$ cat config.mk
export PLATFORM = sky130hd
export DESIGN_NAME = calendar_ctrl
export DESIGN_NICKNAME = d
export VERILOG_FILES = /design/src/rtl/calendar_pkg.sv /design/src/rtl/cal_month_len.sv /design/src/rtl/calendar_ctrl.sv
export SDC_FILE = /design/constraint.sdc
export NUM_CORES = 1
export LEC_CHECK = 0
export ABC_AREA = 1
export ABC_CLOCK_PERIOD_IN_PS = 2670
export CAP_MARGIN = 20
export CORE_MARGIN = 4
export CORE_UTILIZATION = 39
export DETAILED_ROUTE_END_ITERATION = 12
export GPL_TIMING_DRIVEN = 0
export MAX_ROUTING_LAYER = met4
export PLACE_DENSITY = 0.91
export SYNTH_ARGS = -nofsm -noshare
export SYNTH_HDL_FRONTEND = slang
export SYNTH_HIERARCHICAL = 1
export SYNTH_SLANG_ARGS = --single-unit
$ cat constraint.sdc
create_clock -name clk -period 2.67 [get_ports clk]
set_input_delay 0.4005 -clock clk [delete_from_list [all_inputs] [get_ports clk]]
set_output_delay 0.4005 -clock clk [all_outputs]
set_load 0.02 [all_outputs]
$ cat src/rtl/calendar_pkg.sv
// Shared types, field limits and month-length helpers for the calendar carry scheduler.
package calendar_pkg;

  typedef enum logic [2:0] {
    RUN     = 3'd0,
    SET_Y   = 3'd1,
    SET_MON = 3'd2,
    SET_D   = 3'd3,
    SET_H   = 3'd4,
    SET_MIN = 3'd5
  } mode_t;

  typedef struct packed {
    logic s;
    logic min;
    logic h;
    logic d;
    logic mon;
    logic y;
  } field_bits_t;

  localparam logic [5:0] SEC_MAX  = 6'd59;
  localparam logic [5:0] MIN_MAX  = 6'd59;
  localparam logic [4:0] HOUR_MAX = 5'd23;
  localparam logic [3:0] MON_MAX  = 4'd11;

  // Padded to 16 entries so out-of-range month codes read as 31 days.
  localparam logic [4:0] MONTH_LEN [0:15] = '{
    5'd31, 5'd28, 5'd31, 5'd30, 5'd31, 5'd30,
    5'd31, 5'd31, 5'd30, 5'd31, 5'd30, 5'd31,
    5'd31, 5'd31, 5'd31, 5'd31
  };

  function automatic logic is_leap(input logic [6:0] y, input int unsigned leap_mod);
    return (32'(y) % leap_mod) == 32'd0;
  endfunction

  function automatic logic [4:0] month_days(input logic [3:0] mon, input logic leap);
    if (mon == 4'd1 && leap) return 5'd29;
    return MONTH_LEN[mon];
  endfunction

endpackage

$ cat src/rtl/cal_month_len.sv
// Days in the month selected by cnt_mon for year count cnt_y (28..31).
import calendar_pkg::*;

module cal_month_len #(
  parameter int unsigned LEAP_MOD = 4
) (
  input  logic [3:0] cnt_mon,
  input  logic [6:0] cnt_y,
  output logic [4:0] dim
);

  assign dim = month_days(cnt_mon, is_leap(cnt_y, LEAP_MOD));

endmodule

$ cat src/rtl/calendar_ctrl.sv
// Per-tick carry/rollover scheduler with a button-driven set mode for the calendar counter chain.
import calendar_pkg::*;

module calendar_ctrl #(
  parameter int unsigned YEAR_MAX = 99,
  parameter int unsigned LEAP_MOD = 4
) (
  input  logic       clk,
  input  logic       set,
  input  logic       tick_1hz,
  input  logic       btn_mode,
  input  logic       btn_inc,
  input  logic [5:0] cnt_s,
  input  logic [5:0] cnt_min,
  input  logic [4:0] cnt_h,
  input  logic [4:0] cnt_d,
  input  logic [3:0] cnt_mon,
  input  logic [6:0] cnt_y,
  output logic       pulse_s,
  output logic       pulse_min,
  output logic       pulse_h,
  output logic       pulse_d,
  output logic       pulse_mon,
  output logic       pulse_y,
  output logic       clr_s,
  output logic       clr_min,
  output logic       clr_h,
  output logic       clr_d,
  output logic       clr_mon,
  output logic       clr_y,
  output logic [2:0] mode
);

  localparam logic [6:0] Y_LAST = 7'(YEAR_MAX);

  mode_t       state, state_next;
  field_bits_t pulse_q, pulse_n, clr_q, clr_n;
  logic [4:0]  dim, d_last;
  logic        roll_s, roll_min, roll_h, roll_d, roll_mon, roll_y;
  logic        cy_min, cy_h, cy_d, cy_mon, cy_y;

  cal_month_len #(.LEAP_MOD(LEAP_MOD)) u_month_len (
    .cnt_mon (cnt_mon),
    .cnt_y   (cnt_y),
    .dim     (dim)
  );

  assign d_last = dim - 5'd1;

  // A field rolls over at its last value or anything beyond it.
  assign roll_s   = cnt_s   >= SEC_MAX;
  assign roll_min = cnt_min >= MIN_MAX;
  assign roll_h   = cnt_h   >= HOUR_MAX;
  assign roll_d   = cnt_d   >= d_last;
  assign roll_mon = cnt_mon >= MON_MAX;
  assign roll_y   = cnt_y   >= Y_LAST;

  assign cy_min = roll_s;
  assign cy_h   = cy_min & roll_min;
  assign cy_d   = cy_h   & roll_h;
  assign cy_mon = cy_d   & roll_d;
  assign cy_y   = cy_mon & roll_mon;

  always_comb begin
    state_next = state;
    pulse_n    = '0;
    clr_n      = '0;
    unique case (state)
      RUN: begin
        if (tick_1hz) begin
          pulse_n.s   = !roll_s;
          clr_n.s     = roll_s;
          pulse_n.min = cy_min & !roll_min;
          clr_n.min   = cy_min & roll_min;
          pulse_n.h   = cy_h & !roll_h;
          clr_n.h     = cy_h & roll_h;
          pulse_n.d   = cy_d & !roll_d;
          clr_n.d     = cy_d & roll_d;
          pulse_n.mon = cy_mon & !roll_mon;
          clr_n.mon   = cy_mon & roll_mon;
          pulse_n.y   = cy_y & !roll_y;
          clr_n.y     = cy_y & roll_y;
        end
        if (btn_mode) state_next = SET_Y;
      end
      SET_Y: begin
        if (btn_inc) begin
          pulse_n.y = !roll_y;
          clr_n.y   = roll_y;
        end
        if (btn_mode) state_next = SET_MON;
      end
      SET_MON: begin
        if (btn_inc) begin
          pulse_n.mon = !roll_mon;
          clr_n.mon   = roll_mon;
        end
        if (btn_mode) state_next = SET_D;
      end
      SET_D: begin
        if (btn_inc) begin
          pulse_n.d = !roll_d;
          clr_n.d   = roll_d;
        end
        if (btn_mode) state_next = SET_H;
      end
      SET_H: begin
        if (btn_inc) begin
          pulse_n.h = !roll_h;
          clr_n.h   = roll_h;
        end
        if (btn_mode) state_next = SET_MIN;
      end
      SET_MIN: begin
        if (btn_inc) begin
          pulse_n.min = !roll_min;
          clr_n.min   = roll_min;
        end
        if (btn_mode) begin
          state_next = RUN;
          clr_n.s    = 1'b1;
        end
      end
      default: state_next = RUN;
    endcase
    // Day clamp after a month/year edit; overrides any day increment.
    if (state != RUN && cnt_d > d_last) begin
      clr_n.d   = 1'b1;
      pulse_n.d = 1'b0;
    end
  end

  always_ff @(posedge clk) begin
    if (set) begin
      state   <= RUN;
      pulse_q <= '0;
      clr_q   <= '0;
    end else begin
      state   <= state_next;
      pulse_q <= pulse_n;
      clr_q   <= clr_n;
    end
  end

  assign {pulse_s, pulse_min, pulse_h, pulse_d, pulse_mon, pulse_y} = pulse_q;
  assign {clr_s, clr_min, clr_h, clr_d, clr_mon, clr_y}             = clr_q;
  assign mode = state;

endmodule

== After elaboration in Yosys (flattened, before gate mapping) ==
Memories as Yosys holds them, arrays and structs flattened.
Cells that the tools add are included.

* Register bits: 15
* ROM bits: 80
* Output and inout port bits: 15
* Logic and storage cells: 98
* Memories: 1

{| class="wikitable"
|+ Memory list
! memory !! words !! bits a word !! rd ports !! clocked after Yosys merged registers in !! write ports !! line !! RTL
|-
| (name not given) || 16 || 5 || 1 || 0 || 0 || calendar_pkg.sv:40 || <nowiki>return MONTH_LEN[mon];</nowiki>
|}

* Add/sub/neg operators: 1
* Magnitude comparators: 8
* Equal/unequal tests: 12
* Muxes and demuxes: 36
* Bitwise gates (word level): 13
* Reduce and logical (&&, ||, !) cells: 14

{| class="wikitable"
|+ Operators by type and width
! operator !! count
|-
| 32-bit logical NOT || 1
|-
| 5-bit two-way mux || 5
|-
| 3-bit two-way mux || 6
|-
| 1-bit case mux with 2 select lines || 9
|-
| 3-bit case mux with 6 select lines || 1
|-
| 1-bit two-way mux || 13
|-
| 6-bit >= comparator, second input constant || 2
|-
| 2-bit inequality test, second input constant || 6
|-
| 1-bit AND || 10
|-
| 5-bit >= comparator, second input constant || 2
|-
| 7-bit >= comparator, second input constant || 1
|-
| 3-bit by 2-bit == test with 1-bit output, second input constant || 2
|-
| 3-bit == test, second input constant || 2
|-
| 1-bit logical NOT || 6
|-
| 6-bit two-way mux || 1
|-
| 6-bit AND reduction || 1
|-
| 5-bit >= comparator || 1
|-
| 5-bit greater-than comparator || 1
|-
| 4-bit NOT with 5-bit output || 1
|-
| 5-bit by 1-bit subtractor with 5-bit output, second input constant || 1
|-
| 4-bit by 1-bit == test with 1-bit output, second input constant || 1
|-
| 4-bit >= comparator, second input constant || 1
|-
| 2-bit case mux with 2 select lines || 1
|-
| 3-bit by 1-bit == test with 1-bit output, second input constant || 1
|-
| 6 further kinds || 8
|}

== Depth between registers and ports, before layout ==
Gate-level depths: netlist (run 1).

* Word-level depth: 13
* Gate-level depth with buffers: 19
* Gate-level depth less buffers: 19

== Modules after synthesis ==
The synthesis (run 1) kept the hierarchy.

{| class="wikitable"
|+ By module, submodules not included
! module !! times used !! cells each !! area each (sq um) !! seq. area each (sq um)
|-
| calendar_ctrl || 1 || 136 || 927.1 || 300.3
|-
| cal_month_len || 1 || 19 || 83.8 || 0.0
|}

== Worst setup path before layout (run 1) ==
No wires, ideal clock.

* Path type: input to register
* Start: input port cnt_mon[0]
* End: register clr_q (netlist bit clr_d)
* Data arrival time: 1.908 ns
* Required time: 2.600 ns
* Setup slack: 0.692 ns
* Cell stages on the path: 16
* Path through: inv_1 > nor2_1 > nand3_1 > nand2_1 > inv_1 > ha_1 > xnor2_1 > ha_1 > nand2_1 > nor2_1 > nand2_1 > nand3_1 > nor2_1 > nor2_1 > nand2_1 > a21oi_1

* Longest elaborated chain between the ends: 11
* Elaborated cells between the ends (all ways): 17
* Classes of those cells: add/sub: 1; order compare: 2; eq/ne: 1; mux: 8; bitwise: 2; reduce/logical: 2; memory: 1

{| class="wikitable"
|+ RTL lines
! element !! line !! RTL
|-
| from (decl) || calendar_ctrl.sv:17 || <nowiki>input logic [3:0] cnt_mon,</nowiki>
|-
| 4-bit NOT with 5-bit output (implied by the code) || calendar_pkg.sv:40 ||
|-
| memory 16 x 5 bit || -- ||
|-
| 5-bit two-way mux (implied by the code) (2 in series) || calendar_pkg.sv:40 ||
|-
| 5-bit two-way mux * || calendar_pkg.sv:40 ||
|-
| via dim[0] || calendar_ctrl.sv:38 || <nowiki>logic [4:0] dim, d_last;</nowiki>
|-
| 5-bit by 1-bit subtractor with 5-bit output * || calendar_ctrl.sv:48 || <nowiki>assign d_last = dim - 5'd1;</nowiki>
|-
| 5-bit >= comparator || calendar_ctrl.sv:54 || <nowiki>assign roll_d = cnt_d >= d_last;</nowiki>
|-
| 1-bit AND || calendar_ctrl.sv:78 || <nowiki>clr_n.d = cy_d & roll_d;</nowiki>
|-
| 6-bit two-way mux || calendar_ctrl.sv:70 || <nowiki>if (tick_1hz) begin</nowiki>
|-
| 1-bit case mux with 2 select lines || calendar_ctrl.sv:68 || <nowiki>unique case (state)</nowiki>
|-
| 1-bit two-way mux * || calendar_ctrl.sv:127 || <nowiki>if (state != RUN && cnt_d > d_last) begin</nowiki>
|-
| to (signal assigned) || calendar_ctrl.sv:141 || <nowiki>clr_q <= clr_n;</nowiki>
|-
| to (decl) || calendar_ctrl.sv:37 || <nowiki>field_bits_t pulse_q, pulse_n, clr_q, clr_n;</nowiki>
|}

The timed path passes the listed nets; every way through them passes the cells marked *. The select of a mux whose other input is x is not followed.
A chain may end at the register's enable or synchronous reset.

== Worst setup path after layout (run 1) ==
* Start: input port cnt_mon[0]
* End: register clr_q (netlist bit clr_mon)

* Longest elaborated chain between the ends: 11
* Elaborated cells between the ends (all ways): 16
* Classes of those cells: add/sub: 1; order compare: 2; eq/ne: 1; mux: 7; bitwise: 3; reduce/logical: 1; memory: 1

{| class="wikitable"
|+ RTL lines
! element !! line !! RTL
|-
| 4-bit NOT with 5-bit output (implied by the code) || calendar_pkg.sv:40 ||
|-
| memory 16 x 5 bit || -- ||
|-
| 5-bit two-way mux (implied by the code) (2 in series) || calendar_pkg.sv:40 ||
|-
| 5-bit two-way mux * || calendar_pkg.sv:40 ||
|-
| via dim[0] || calendar_ctrl.sv:38 ||
|-
| 5-bit by 1-bit subtractor with 5-bit output * || calendar_ctrl.sv:48 ||
|-
| 5-bit >= comparator * || calendar_ctrl.sv:54 ||
|-
| 1-bit AND * || calendar_ctrl.sv:61 || <nowiki>assign cy_mon = cy_d & roll_d;</nowiki>
|-
| 1-bit AND * || calendar_ctrl.sv:80 || <nowiki>clr_n.mon = cy_mon & roll_mon;</nowiki>
|-
| 6-bit two-way mux * || calendar_ctrl.sv:70 ||
|-
| 1-bit case mux with 2 select lines * || calendar_ctrl.sv:68 ||
|}

Marks and branches as above.

==> reports/qor.txt, run 1 <==
Synth area leader: dfxtp_1
CTS tree: yes
N_diodes: 0
Setup CP Type: in -> reg
Total clock sinks: 15
Clock transition at path regs: 80 ps
Post-route setup slack: 274.0 ps
Sw Pwr: 0.1578 mW
Worst EP required: 2900 ps
Fin crit period: 2396 ps
FP Rows: 18
Via count: 1,076
Routed length per placed instance: 9.584 um
Final Hold Fails: 0
Setup crit end kind: flop
Drc violations: 0
Max_cap viols: 0
Pre-antenna DRT Iters: 4
Io pins: 53
R2r worst-path depth: 10
FF/Latch Area: 300.3 um2
Gr usage total: 14.11%
Sequential Power Share: 42.9%
Critical path's most frequent cell: nand2_1
Dominant synthesized flop cell: dfxtp_1
DR vias/cell: 4.428
Yosys warnings: 6
Share of cells above drive strength 1: 8.451%
Share of the synthesized area in the top cell type: 29.70%
Worst Clk Skew: 1.272 ps
Final Slew Violations: 0
TritonCTS Buffers: 3
Yosys cell types: 24
Post-CTS setup buffers: 0
Critical Path Sink: clr_mon$_SDFF_PP0_
Drt total wl: 2.329 mm
Root Driver: clkbuf_4
Initial core utilization: 40.81%
Remaining global-route overflow: 0
R2R setup slack: 1350 ps
Synth Instances: 155
Mean Syn Cell Area: 6.522 um2
Sw Share: 28.88%
Die area: 0.003471 mm2
CP max FO: 3
Final Power: 0.5464 mW
Clock Path Buffers: 2
EDFF count, synth: 0
Final setup fails: 0
Reg-to-Reg End: clr_mon$_SDFF_PP0_
Die Ht: 58.92 um
Filler cells: 233
Sequential share of the synthesized area: 29.70%
Largest net degree at the start of global routing: 9
Nets: 258
Post-CTS Resized: 0
Maximum clock rate: 417.4 MHz
# port buffers: 52
Arrival time at the worst endpoint: 2620 ps
Pre-CTS setup slack: -42.71 ps
Worst vdd ir: 0.3525 mV
Post-route ant nets: 0
Clock Power Share: 23.2%
Top cells by count, synth: nand2_1, nor2_1, inv_1
Routability cong.: 0.8310
Core region area: 0.002477 mm2
Starting DRT DRC Count: 19
Area of the multi-input gates: 575.6 um2
Area Growth Syn to Fin: 58.54%
P_int: 0.3886 mW
Hold_buf cts: 0
Synth area leaders: dfxtp_1, nand2_1, nor2_1
Die X: 58.92 um
Flops & latches, synth: 15
Initial antenna violation count: 0
First-pass GRT wire length: 3.719 mm
Worst Min Path Start: mode[2]$_SDFFE_PP0P_
Unrepaired setup endpoints after global routing: no
Final worst path period share: 89.74%
Most frequent cell after synthesis: nand2_1
Async S/R FF share, synth: 0%
Hold_ws: 547.5 ps
Lkg Pwr: 0.7582 nW
Max incr delay on CP: 500 ps
CP max-delay cell: clkdlybuf4s50_1
Vias in the first global route: 976
Reg2reg start: mode[0]$_SDFFE_PP0P_
Logic pwr share: 33.9%
Status: finished clean
H-Tree Depth: 1
Power per cell area: 340.9 mW/mm2
Worst Setup Start Kind: input pin
Area of the mapped netlist: 0.001011 mm2
Clock Latency Late Sink: 280 ps
HPWL after detailed placement: 1.999 mm
Worst Setup SP: cnt_mon[0]
Crit-path cells: clkdlybuf4s50_1, inv_1, nor2_1, nand3_1, nand2_1, inv_1, ha_1, xnor2_1, ha_1, nand2_1, nor2_1, nand2_1, nand4_1, nand2_1, nand2_1, nand2_1, nor2_1
Worst Hold Class: reg -> reg
Setup TNS: 0 ps
flip-flops by register name, indices dropped and copies added (netlist names):
name       count
clr_d          1
clr_h          1
clr_min        1
clr_mon        1
clr_s          1
clr_y          1
mode           3
pulse_d        1
pulse_h        1
pulse_min      1
pulse_mon      1
pulse_s        1
pulse_y        1
power by group through the flow:
stage | logic [mW] | registers, mW | clock network, mW
floorplan | 0.0890 | 0.249 | 0
CTS | 0.185 | 0.235 | 0.131
global route | 0.207 | 0.236 | 0.140
detailed placement | 0.184 | 0.240 | 0
finish | 0.185 | 0.234 | 0.127
global placement | 0.181 | 0.239 | 0
layer usage:
metal  GRT usage, %  wire length [um]  vias up
met5              -                 0        -
met4          5.502                 8        0
met3          3.728               148        2
met2          24.76              1210       24
met1          14.96               962      455
li1               -                 -      595
worst max-delay path, delay by kind of cell:
kind / cells / cell delay (ps)
simple gates: 11 / 950
fa+ha+maj: 2 / 520
xor+xnor: 1 / 130
buf+inv: 3 / 620
layout by cell type (no fill, tap or decap), drive strengths merged:
master / n
nor3: 5
nand4: 3
nand2: 37
clkinv: 1
ha: 6
dfxtp: 15
clkdlybuf4s50: 52
a2111oi: 1
nand3: 13
nor2: 27
clkbuf: 4
o22ai: 1
a21o: 1
buf: 5
a21oi: 8
xnor2: 3
inv: 26
conb: 3
o21ai: 2
cells by family after synthesis:
family                   count (synthesis)  synth area share [%]
buffers and inverters                   32                 14.11
other                                    1                0.3709
AND/OR/NAND/NOR                         85                 38.62
adder cells (fa/ha/maj)                  6                 7.426
flip-flops                              15                 29.70
AO/OA/AOI/OAI                           13                 7.179
XOR/XNOR                                 3                 2.599
metrics by stage:
| stage | cell area, um2 | std cells | utilization, % |
|---|---|---|---|
| floorplan | 1018 | 157 | - |
| global placement | 1577 | 239 | 63.64 |
| detailed placement | 1577 | 239 | 63.64 |
| CTS | 1603 | 243 | 64.70 |
| global route | 1603 | 243 | 64.70 |
| finish | 1603 | 243 | 64.70 |
how the worst min path moves through the flow:
stage               slack, ps  cells after the start                   end
finish                    550                      1  mode[2]$_SDFFE_PP0P_
CTS                       550                      1  mode[2]$_SDFFE_PP0P_
floorplan                 470                      1      clr_d$_SDFF_PP0_
global placement          540                      1  mode[2]$_SDFFE_PP0P_
detailed placement        530                      1  mode[2]$_SDFFE_PP0P_
global route              580                      1  mode[2]$_SDFFE_PP0P_
area by class of cell:
cell class	instances	share of cell area, %
plain buffers	5	2.576
flip-flops and latches	15	18.74
multi-input cells	110	35.91
clock buffers	4	1.639
inverters	27	6.323
well taps	30	2.342
repair buffers	52	32.47
(Power assumes the default switching activity.)
==> run 2, diff against run 1 <==
--- a/config.mk
+++ b/config.mk
@@ -6,7 +6,7 @@
 export NUM_CORES = 1
 export LEC_CHECK = 0
 export ABC_AREA = 1
-export ABC_CLOCK_PERIOD_IN_PS = 2670
+export ABC_CLOCK_PERIOD_IN_PS = 2700
 export CAP_MARGIN = 20
 export CORE_MARGIN = 4
 export CORE_UTILIZATION = 39
==> constraint.sdc (replaced) <==
create_clock -name clk -period 2.7 [get_ports clk]
set_input_delay 0.405 -clock clk [delete_from_list [all_inputs] [get_ports clk]]
set_output_delay 0.405 -clock clk [all_outputs]
set_load 0.02 [all_outputs]
==> results of run 2 <==
Same layout as run 1 (identical final DEF). Status: finished clean.
Among the figures that moved: setup slack after placement -42.71 ps -> -17.21 ps; setup slack after layout 274.0 ps -> 299.5 ps; register-to-register setup slack 1350 ps -> 1380 ps; total power 0.5464 mW -> 0.5403 mW; worst IR drop on VDD 0.3525 mV -> 0.3486 mV
==> edit 1: new RTL, flow settings as in run 1 <==
Add an input register stage for `cnt_d`, without a reset; this delays it by one clock. The other inputs are not delayed to match.
--- a/src/rtl/calendar_ctrl.sv
+++ b/src/rtl/calendar_ctrl.sv
@@ -33,6 +33,12 @@
 
   localparam logic [6:0] Y_LAST = 7'(YEAR_MAX);
 
+  logic [4:0] cnt_d_q;
+
+  always_ff @(posedge clk) begin
+    cnt_d_q <= cnt_d;
+  end
+
   mode_t       state, state_next;
   field_bits_t pulse_q, pulse_n, clr_q, clr_n;
   logic [4:0]  dim, d_last;
@@ -51,7 +57,7 @@
   assign roll_s   = cnt_s   >= SEC_MAX;
   assign roll_min = cnt_min >= MIN_MAX;
   assign roll_h   = cnt_h   >= HOUR_MAX;
-  assign roll_d   = cnt_d   >= d_last;
+  assign roll_d   = cnt_d_q >= d_last;
   assign roll_mon = cnt_mon >= MON_MAX;
   assign roll_y   = cnt_y   >= Y_LAST;
 
@@ -124,7 +130,7 @@
       default: state_next = RUN;
     endcase
     // Day clamp after a month/year edit; overrides any day increment.
-    if (state != RUN && cnt_d > d_last) begin
+    if (state != RUN && cnt_d_q > d_last) begin
       clr_n.d   = 1'b1;
       pulse_n.d = 1'b0;
     end
Function: changed (a bounded check fails within 4 cycles, from zero or initial values).
==> edit 1 against run 1 <==
Final cell count unchanged; synthesized area grew 7.5%; wire length is 2.2% higher; power rose by 15%; largest cell class unchanged; worst setup slack got worse by 18 ps; highest routed layer unchanged; sequential cell count is 5 higher; die area is 6.5% higher; first-iteration DRC count up 89%; utilization increased by 0.65 points; final area increased by 4.7%; register-to-register slack worse by 70 ps.
==> edit 1: results (changes against run 1) <==
qor: synthesis.avgSynthCellArea 6.97 µm² [+6.9%]
qor: worst_setup_path.worst_r2r_path_depth 9 [-1]
qor: finish.final_util 65.4% [+0.65 points]
qor: route.avgRoutedWirePerCell 9.80 µm [+2.2%]
qor: route.first_iter_violations 36 [+17]
qor: grt.first_global_vias 979 [+0.31%]
qor: grt.grt_first_pass_wirelength 3.79 mm [+1.9%]
qor: finish.fillCellCount 238 [+2.1%]
qor: clock_network.root_buffer sky130_fd_sc_hd__clkbuf_4
qor: min_path.whs_endpoint cnt_d_q[3]
qor: route.routed_via_density 4.67 [+5.4%]
qor: placed_design.detailed_place.area 1650 µm² [+4.8%]
qor: placed_design.detailed_place_hpwl 2.01 mm [+0.53%]
qor: synthesis.synth-seq-area-share 36.8% [+7.1 points]
qor: outcome.status complete, no violations
qor: clock_network.cts.reportedPaths.clkPinSlew 100 ps [+20 ps]
qor: synthesis.yosys.area_share.adder 6.90% [-0.52 points]
qor: placed_design.routabilityCongestion 0.873 [+5.0%]
qor: synthesis.proportion_of_synthesized_area_in_mux_cells 0% [unchanged]
qor: grt.grt_usage 13.8% [-0.28 points]
qor: finish.largest_reg_flops 5 [+2]
qor: synthesis.post_synth_xor_area_fraction 2.42% [-0.18 points]
qor: power_and_ir_drop.static-leakage-power 0.775 nW [+2.3%]
qor: placed_design.placedCellCount 240 [+0.42%]
qor: route.vias 1134 [+5.4%]
qor: grt.gr-total-overflow 0 [unchanged]
qor: synthesis.synth_compound_area_share 7.48% [+0.30 points]
qor: timing.clock_skews 3.57 ps [+2.29 ps]
qor: finish.antennaDiodeCount 0 [unchanged]
qor: grt.largest_net_degree_at_the_start_of_global_routing 11 [+2]
qor: finish.design.final.nets 259 [+0.39%]
qor: synthesis.synth.area.top_cells sky130_fd_sc_hd__dfxtp_1, sky130_fd_sc_hd__nand2_1, sky130_fd_sc_hd__nor2_1
qor: synthesis.netlist_top_cells_count sky130_fd_sc_hd__nand2_1, sky130_fd_sc_hd__nor2_1, sky130_fd_sc_hd__inv_1
qor: placed_design.io_buffers 52 [unchanged]
qor: synthesis.ys.warnings.count 6 [unchanged]
qor: min_path.worstHoldStart cnt_d[3]
qor: placed_design.pre_cts_slack -77.0 ps [-34.3 ps]
qor: worst_setup_path.timing.rr.start cnt_d_q[4]
qor: worst_setup_path.crit-reg2reg-capture pulse_mon
qor: finish.drive_above_1_share 7.51% [-0.94 points]
qor: timing.hold_slack 530 ps [-17.4 ps]
qor: min_path.hold_path_class input port to flip-flop
qor: clock_network.clock_insertion_delay_worst_skew 300 ps [+20 ps]
qor: worst_setup_path.worst-r2r-setup-slack 1280 ps [-70 ps]
qor: synthesis.synth.lib_cells_used.distinct 27 [+13%]
qor: power_and_ir_drop.power.ir.vdd_worst 0.320 mV [-9.1%]
==> edit 1: cells by family after synthesis <==
| kind of cell | after synthesis |
|---|---|
| buffers and inverters | 29 |
| xor gates and xnor gates | 3 |
| DFF | 20 |
| and+or+nand+nor | 83 |
| other | 1 |
| AOI/OAI and AO/OA | 14 |
| adders and majority gates | 6 |
==> edit 1: per-layer routing <==
metal	vias up	wire length [µm]	track usage, %
met1	490	975	15.6
li1	601	-	-
met5	-	0	-
met2	41	1140	23.5
met3	2	247	4.89
met4	0	16	2.79
==> edit 1: worst max path at each step <==
stage,start,slack (ps),to,cells past startpoint
floorplan,cnt_mon[0],630,pulse_mon,16
CTS,cnt_mon[0],250,pulse_mon,17
finish,cnt_mon[0],260,pulse_mon,17
global placement,cnt_mon[0],-50,pulse_mon,17
global route,cnt_mon[3],-20,pulse_mon,18
detailed placement,cnt_mon[0],-80,pulse_mon,17
==> edit 1: layout make-up <==
type	count	share of cell area, %
plain buffers	4	2.01
clock buffers	3	1.34
multi-input cells	109	33.9
well taps	30	2.24
repair buffers	52	31.0
inverters	25	5.59
flip-flops and latches	20	23.9
==> edit 1: power breakdown <==
| part | total, mW | switching [mW] | internal, mW |
|---|---|---|---|
| clock network | 0.141 | 0.0883 | 0.0527 |
| logic | 0.171 | 0.0765 | 0.0947 |
| registers | 0.316 | 0.00676 | 0.309 |
| total | 0.628 | 0.172 | 0.457 |
==> edit 1: what timing repair did <==
item / 4_1_cts / 5_1_grt
endpoints found under the setup margin: 0 / 1
hold buffers: 0 / 0
resized for setup: 0 / 1
==> edit 2: new RTL, settings of run 1 <==
Made on the original files. Set the parameter `YEAR_MAX` to 49 (it was 99).
--- a/src/rtl/calendar_ctrl.sv
+++ b/src/rtl/calendar_ctrl.sv
@@ -2,7 +2,7 @@
 import calendar_pkg::*;
 
 module calendar_ctrl #(
-  parameter int unsigned YEAR_MAX = 99,
+  parameter int unsigned YEAR_MAX = 49,
   parameter int unsigned LEAP_MOD = 4
 ) (
   input  logic       clk,
Function: changed (Yosys sat finds a counterexample within 4 cycles, from zero or initial values).
==> edit 2 against run 1 <==
Synthesized area decreased by 0.25%; via count increased by 1.3%; sequential cell count is the same; wire length is 2.6% higher; final area fell by 0.16%; synthesized cell count down 1.3%; power is essentially flat; global-route usage up 0.62 points; sequential power about the same; critical path depth did not move; clock skew grew 2.5 ps; worst setup slack worse by 69 ps; largest cell class unchanged; largest power group unchanged.
==> edit 2: results (changes against run 1) <==
qor: worst_setup_path.critPathArrivalTime 2680 ps [+60 ps]
qor: power_and_ir_drop.p_total 0.546 mW [about the same]
qor: worst_setup_path.crit-reg2reg-capture pulse_y
qor: synthesis.netlist_top_cells_count sky130_fd_sc_hd__nand2_1, sky130_fd_sc_hd__nor2_1, sky130_fd_sc_hd__inv_1
qor: outcome.status complete, no violations
qor: synthesis.yosysTopAreaCellShare 29.8% [+0.074 points]
qor: route.length_of_routed_met3_wiring 145 µm [-2.0%]
qor: synthesis.synth.area.top_cells sky130_fd_sc_hd__dfxtp_1, sky130_fd_sc_hd__nand2_1, sky130_fd_sc_hd__nor2_1
qor: timing.clock_skews 3.76 ps [+2.49 ps]
qor: worst_setup_path.setup.worst_path.end clr_d
qor: power_and_ir_drop.static-leakage-power 0.757 nW [-0.14%]
qor: finish.final-instance-count-excl-fill 241 [-0.82%]
qor: route.avgRoutedWirePerCell 9.92 µm [+3.5%]
qor: route.detail_route.wirelength.met1 1.04 mm [+8.1%]
qor: placed_design.io_buffers 52 [unchanged]
qor: route.first_iter_violations 22 [+3]
qor: worst_setup_path.timing.rr.start mode[1]
qor: grt.grt_first_pass_wirelength 3.92 mm [+5.4%]
qor: worst_setup_path.worst-r2r-setup-slack 1370 ps [+20 ps]
qor: placed_design.detailed_place_hpwl 2.11 mm [+5.5%]
qor: grt.grt_use_met3 2.63% [-1.1 points]
qor: placed_design.detailed_place.area 1570 µm² [-0.16%]
qor: timing.max_clock_freq 406 MHz [-2.8%]
qor: route.routed-wl-met2 1.19 mm [-1.8%]
qor: synthesis.synth-seq-area-share 29.8% [+0.074 points]
qor: grt.grt_use_met2 25.4% [+0.63 points]
qor: grt.grt_usage 14.7% [+0.62 points]
qor: power_and_ir_drop.power.ir.vdd_worst 0.301 mV [-14%]
qor: clock_network.htree_num_levels 1 [unchanged]
qor: placed_design.routabilityCongestion 0.794 [-4.5%]
qor: power_and_ir_drop.clock_power_share 23.0% [-0.2 points]
qor: grt.first_global_vias 982 [+0.61%]
qor: finish.design.final.nets 256 [-0.78%]
qor: power_and_ir_drop.p_int 0.389 mW [+0.14%]
qor: placed_design.pre_cts_slack -66.7 ps [-23.9 ps]
qor: finish.drive_above_1_share 7.11% [-1.3 points]
qor: synthesis.avgSynthCellArea 6.59 µm² [+1.1%]
[edit 2: critical path: stages]
cell and delay (ps):
sky130_fd_sc_hd__clkdlybuf4s50_1 500, sky130_fd_sc_hd__inv_1 60, sky130_fd_sc_hd__nor2_1 140, sky130_fd_sc_hd__nand3_1 90, sky130_fd_sc_hd__nand2_1 90, sky130_fd_sc_hd__inv_1 60
sky130_fd_sc_hd__ha_1 220, sky130_fd_sc_hd__xnor2_1 140, sky130_fd_sc_hd__ha_1 310, sky130_fd_sc_hd__nand2_1 60, sky130_fd_sc_hd__nor2_1 110, sky130_fd_sc_hd__nand2_1 90
sky130_fd_sc_hd__nand3_1 90, sky130_fd_sc_hd__nor2_1 60, sky130_fd_sc_hd__nor2_1 90, sky130_fd_sc_hd__nand2_1 50, sky130_fd_sc_hd__a21oi_1 110
[edit 2: logic make-up (layout without fill, tap and decap cells)]
group                      count (synthesis)  after routing  share of synthesized area, %
and+or+nand+nor                           83             83                          38.0
xor gates and xnor gates                   3              3                          2.61
buffers and inverters                     31             87                          13.8
AOI/OAI and AO/OA                         14             14                          8.07
other                                      1              3                         0.372
adders and majority gates                  6              6                          7.44
DFF                                       15             15                          29.8
[edit 2: cell type report]
cell class                 count  area, µm²
fill                         221        877
multi-input combinational    109        577
timing repair buffer          52        520
sequential                    15        300
inverter                      26       97.6
buffer                         5       41.3
tap                           30       37.5
clock buffer                   4       26.3
[edit 2: how the worst min path moves through the flow]
stage | from | slack [ps] | endpoint | cells after the start
3_3_place_gp | mode[2] | 530 | mode[2] | 1
6_report | mode[2] | 550 | mode[2] | 1
2_1_floorplan | set | 470 | clr_d | 1
4_1_cts | mode[2] | 550 | mode[2] | 1
5_1_grt | mode[2] | 600 | mode[2] | 1
3_5_place_dp | mode[2] | 530 | mode[2] | 1
